### src/rtl/vmodel_sequencer.sv
// vmodel_sequencer
// ----------------
// Stream-side controller for the fixed-latency vmodel inference datapath.
// Input samples are taken over a valid/ready stream and written into the
// model input register. A tag pipeline, aligned with the model latency,
// marks which model outputs belong to real samples. Those outputs are
// captured into a first-word-fall-through output FIFO. Credit accounting
// (samples in flight + FIFO occupancy) throttles the input. The model has no
// stall, so this guarantees that every result has a FIFO slot waiting for it.
//
// Ports
//   clk           rising-edge clock
//   resetn        synchronous active-low reset
//   s_valid/s_ready/s_data/s_last   input sample stream
//   m_valid/m_ready/m_data/m_last   result stream (FWFT FIFO head)
//   model_inp     registered model input, to vmodel.model_inp
//   model_out     model result, from vmodel.model_out
//   busy          at least one sample in flight or buffered
//   sample_count  results delivered since reset (wraps)

module vmodel_sequencer #(
    parameter int IN_W       = 60,
    parameter int OUT_W      = 70,
    parameter int LATENCY    = 4,
    parameter int FIFO_DEPTH = 8,
    parameter int CNT_W      = 32
) (
    input  logic             clk,
    input  logic             resetn,
    input  logic             s_valid,
    output logic             s_ready,
    input  logic [IN_W-1:0]  s_data,
    input  logic             s_last,
    output logic             m_valid,
    input  logic             m_ready,
    output logic [OUT_W-1:0] m_data,
    output logic             m_last,
    output logic [IN_W-1:0]  model_inp,
    input  logic [OUT_W-1:0] model_out,
    output logic             busy,
    output logic [CNT_W-1:0] sample_count
);

    localparam int PTR_W = (FIFO_DEPTH > 1) ? $clog2(FIFO_DEPTH) : 1;
    localparam logic [PTR_W:0] DEPTH_V = (PTR_W + 1)'(FIFO_DEPTH);

    // Tag stage 0 is loaded on the same edge as model_inp, so it describes
    // the value currently held in model_inp. That value's result is on
    // model_out LATENCY cycles later, which is when the tag reaches stage
    // LATENCY. Hence the pipeline carries LATENCY+1 tag positions.
    logic [LATENCY:0]  tag_valid_reg;
    logic [LATENCY:0]  tag_last_reg;

    logic [IN_W-1:0]   model_inp_reg;
    logic [PTR_W-1:0]  wr_ptr_reg;
    logic [PTR_W-1:0]  rd_ptr_reg;
    logic [PTR_W:0]    fifo_count_reg;
    logic [PTR_W:0]    fifo_count_next;
    logic [PTR_W:0]    outstanding_reg;
    logic [PTR_W:0]    outstanding_next;
    logic [CNT_W-1:0]  sample_count_reg;

    // FIFO storage is not reset: the count and pointers alone decide what
    // is valid. The read is asynchronous so the head is visible immediately.
    logic [OUT_W:0]    fifo_mem [FIFO_DEPTH];
    logic [OUT_W:0]    head_entry;

    logic accept;
    logic pop;
    logic capture;
    logic fifo_nonempty;

    // s_ready depends only on registers and on resetn, so it has no path
    // from m_ready or s_valid.
    assign s_ready       = resetn && (outstanding_reg < DEPTH_V);
    assign fifo_nonempty = (fifo_count_reg != '0);
    assign m_valid       = resetn && fifo_nonempty;
    assign head_entry    = fifo_mem[rd_ptr_reg];
    assign m_data        = head_entry[OUT_W-1:0];
    assign m_last        = m_valid && head_entry[OUT_W];
    assign busy          = resetn && (outstanding_reg != '0);
    assign model_inp     = model_inp_reg;
    assign sample_count  = sample_count_reg;

    assign accept  = s_valid && s_ready;
    assign pop     = m_valid && m_ready;
    assign capture = tag_valid_reg[LATENCY];

    always_comb begin
        fifo_count_next = fifo_count_reg;
        case ({capture, pop})
            2'b10:   fifo_count_next = fifo_count_reg + 1'b1;
            2'b01:   fifo_count_next = fifo_count_reg - 1'b1;
            default: fifo_count_next = fifo_count_reg;
        endcase
    end

    // A sample owns a credit from its accept until its result is popped;
    // the move from tag pipeline to FIFO does not change the total.
    always_comb begin
        outstanding_next = outstanding_reg;
        case ({accept, pop})
            2'b10:   outstanding_next = outstanding_reg + 1'b1;
            2'b01:   outstanding_next = outstanding_reg - 1'b1;
            default: outstanding_next = outstanding_reg;
        endcase
    end

    always_ff @(posedge clk) begin
        if (!resetn) begin
            tag_valid_reg    <= '0;
            tag_last_reg     <= '0;
            model_inp_reg    <= '0;
            wr_ptr_reg       <= '0;
            rd_ptr_reg       <= '0;
            fifo_count_reg   <= '0;
            outstanding_reg  <= '0;
            sample_count_reg <= '0;
        end else begin
            tag_valid_reg   <= {tag_valid_reg[LATENCY-1:0], accept};
            tag_last_reg    <= {tag_last_reg[LATENCY-1:0], accept && s_last};
            if (accept) begin
                model_inp_reg <= s_data;
            end
            if (capture) begin
                wr_ptr_reg <= wr_ptr_reg + 1'b1;
            end
            if (pop) begin
                rd_ptr_reg       <= rd_ptr_reg + 1'b1;
                sample_count_reg <= sample_count_reg + 1'b1;
            end
            fifo_count_reg  <= fifo_count_next;
            outstanding_reg <= outstanding_next;
        end
    end

    // Writes are gated by resetn so results emerging during reset are dropped.
    always_ff @(posedge clk) begin
        if (resetn && capture) begin
            fifo_mem[wr_ptr_reg] <= {tag_last_reg[LATENCY], model_out};
        end
    end

endmodule

### config.mk
export PLATFORM = sky130hd
export DESIGN_NAME = vmodel_sequencer
export DESIGN_NICKNAME = d
export VERILOG_FILES = /design/src/rtl/vmodel_sequencer.sv
export SDC_FILE = /design/constraint.sdc
export NUM_CORES = 1
export LEC_CHECK = 0
export BUFFER_PORTS_ARGS = -buffer_cell sky130_fd_sc_hd__buf_2
export CAP_MARGIN = 20
export CELL_PAD_IN_SITES_DETAIL_PLACEMENT = 2
export CELL_PAD_IN_SITES_GLOBAL_PLACEMENT = 2
export CORE_AREA = 8 8 298 372
export DETAILED_ROUTE_END_ITERATION = 6
export DIE_AREA = 0 0 306 380
export GPL_TIMING_DRIVEN = 0
export HOLD_SLACK_MARGIN = 0.06
export PLACE_DENSITY_LB_ADDON = 0.3
export SLEW_MARGIN = 40
export SYNTH_ARGS = -nofsm -noshare
export SYNTH_HDL_FRONTEND = slang
export SYNTH_SLANG_ARGS = --single-unit
### constraint.sdc
create_clock -name clk -period 18.5 [get_ports clk]
set_input_delay 0.925 -clock clk [delete_from_list [all_inputs] [get_ports clk]]
set_output_delay 0.925 -clock clk [all_outputs]
set_load 0.005 [all_outputs]
==> impl_metrics.yaml <==
setup_path:
  timing.rr.end: "outstanding_reg[2]"
  worst_path_largest_cell_delay_ns: 0.59
  cp.required_ns: 17.57
  cp_data_arrival_time_ns: 3.28
  cpMostUsedCell: "buf_4"
  path_cells: "clkbuf_1, buf_4, buf_4, mux4_2, mux2i_1, nor2_1, buf_2"
  cp_max_fo: 10
  worstRegToRegCells: 12
  reg2reg_slack_ns: 15.18
  start_kind: "flop"
  cpMaxStageDelayCell: "clkbuf_1"
  crit_path_end_kind: "primary output"
  timing.rr.start: "outstanding_reg[3]"
  path_class: "reg -> out"
die:
  die_height_um: 380
  io_pins: 301
  start_util_pct: 24.9
  dieWidth_um: 306
  core-area_sq_um: 105000
  rows: 133
  die_area_sq_um: 116000
clocking:
  htreeDepth: 3
  cts_buffers: 77
  ctsResizeCount: 0
  cts.path.max_buffers: 3
  clkTransAtPathRegs_ns: 0.06
  worstSkewPairLatency_ns: 0.65
  cts_sinks: 687
  root_buffer: "clkbuf_16"
  cts_tree: "yes"
  hold_buffers: 0
  cts_setup_buffers: 0
grt:
  grt_max_degree: 15
  grt-ovfl-total: 0
  track_usage_pct: 12.9
  antenna_found_initial: 16
  grt_pass1_vias: 16836
  grt_pass1_wl_mm: 113
routing:
  drc: 0
  drt_pass1_iterations: 4
  dr_total_vias: 14386
  via_per_inst: 4.38
  ant_nets: 0
  avgRoutedWirePerCell_um: 23.1
  wirelength_mm: 75.8
  drt_iter0_drc: 632
final_layout:
  area_growth_pct: 26.1
  final_util_pct: 31.4
  largest_reg_flops: 568
  num-nets-final: 2011
  multi_input_area_sq_um: 6300
  seqCellArea_sq_um: 19400
  final_cell_area_sq_um: 32900
  stdcell_count: 3283
  fillers: 10635
  drive_gt1_share_pct: 39.8
logic_synthesis:
  synth-edff-count: 568
  synth_flop_cell: "edfxtp_1"
  yosys-top-cells-count: "568 x edfxtp_1, 154 x nand2_1, 142 x mux4_2, 119 x dfxtp_1, 70 x mux2_2"
  syn_inst: 1397
  syn_nets: 1539
  ys_seq_area_share_pct: 74.6
  syn_area_sq_um: 26100
  netlist_top_cells_area: "edfxtp_1 65%, mux4_2 12%, dfxtp_1 9.1%, mux2_2 3.0%, nand2_1 2.2%"
  syn_area_per_cell_sq_um: 18.7
  yosysMostFrequentCell: "edfxtp_1"
  yosys_warnings: 0
  synth.top_cell.area_share_pct: 65.4
  synthArstFlopShare_pct: 0
  ys_seq_elements: 687
  synth_area_leader_cell: "edfxtp_1"
  synth.distinct_cells: 49
job:
  maxCapViolCount: 0
timing:
  period_needed_ns: 4.20
  setup_slack_ns: 14.30
  fmax_ghz: 0.238
  rsz0062_at_grt: "false"
  finClkSkew_ns: 0.0182
  final_max_slew_viol_count: 0
  finalHoldViolations: 0
  setup_violations: 0
  setup-tns-final_ns: 0
  fin_crit_sh_pct: 22.7
  timing.hold.ws_ns: 0.431
  max-slew-margin-rel_pct: 45.7
  tightestPinTransition_ns: 0.814
power:
  finalPower_mw: 3.30
  vdd_drop_max_uv: 56.7
  cellPowerDensity_nw_per_um2: 100
  p_leak_nw: 11.3
run_status:
  status: "completed"
place:
  dp_slack_ns: 14.07
  placed_cell_area_sq_um: 30300
  place_hpwl_mm: 54.6
  io_buffers: 300
  gp_congestion: 0.718
  dp.cells: 3140
hold_path:
  hold_depth: 1
  whs_endpoint: "tag_last_reg[2]"
  holdCritPathClass: "reg -> reg"
  min_from: "tag_last_reg[1]"
==> cell usage in the layout (no fill, tap or decap), drive strengths merged, types with 2 or more instances in the layout <==
master	count
nor2	44
nor4	5
mux2i	14
nand2b	8
and4	3
and2	16
diode	8
nand2	155
or3	2
dfxtp	119
buf	432
o21ai	66
a31oi	2
clkinv	30
or4	2
clkinvlp	2
bufinv	8
xor2	18
inv	12
nor3b	2
ha	7
mux2	70
xnor2	12
mux4	142
and4b	2
nor3	10
a21oi	3
nand3	20
nand4	5
and3	7
nand3b	4
edfxtp	568
clkbuf	126
==> report_power, final <==
group	switching (mW)	internal, mW	total (mW)	leakage [nW]
Combinational	0.0485	0.0290	0.0775	3.99
Sequential	0.00607	1.68	1.69	6.08
Clock	0.642	0.889	1.53	1.21
Total	0.697	2.60	3.30	11.3
==> layout make-up <==
class,instances,area share (%)
Clock buffer,92,6.06
Clock inverter,43,1.58
Sequential cell,687,59.1
Multi-Input combinational cell,628,19.2
Tap cell,1350,5.14
Inverter,9,0.103
Buffer,73,1.10
Timing Repair Buffer,393,7.65
Antenna cell,8,0.0609
==> worst max-delay path by stage <==
| stage | startpoint | to | slack, ns | depth (start not counted) |
|---|---|---|---|---|
| 6_report | flop | m_last | 14.30 | 7 |
| 5_1_grt | flop | m_last | 13.95 | 7 |
| 4_1_cts | flop | m_last | 14.04 | 7 |
| 3_5_place_dp | resetn | fifo_mem[3][14] | 14.07 | 10 |
| 3_3_place_gp | resetn | fifo_mem[6][14] | 3.95 | 5 |
| 2_1_floorplan | resetn | fifo_mem[5][0] | 11.57 | 4 |
==> layer usage <==
metal | vias to the layer above | share of wire [%] | track usage [%]
met5 | - | 0.054 | 0
met4 | 6 | 2.0 | 3.96
met3 | 96 | 6.4 | 3.63
met2 | 351 | 51 | 22.8
met1 | 7492 | 40 | 15.2
li1 | 6441 | - | -
==> critical path, delay by kind of cell, from the launching register on <==
family	cells	cell delay (ns)
buffers and inverters	4	1.47
DFF	1	0.31
muxes	2	0.77
and+or+nand+nor	1	0.07
==> logic make-up after synthesis <==
group                    Yosys count  share of synthesized area [%]
buffers and inverters             82                           1.46
XOR/XNOR                          30                           1.01
AND/OR/NAND/NOR                  287                           5.14
flip-flops                       687                           74.6
AO/OA/AOI/OAI                     78                           1.64
multiplexers                     226                           15.8
adder cells (fa/ha/maj)            7                          0.336
Note: power is estimated with default switching activity, not from simulation.
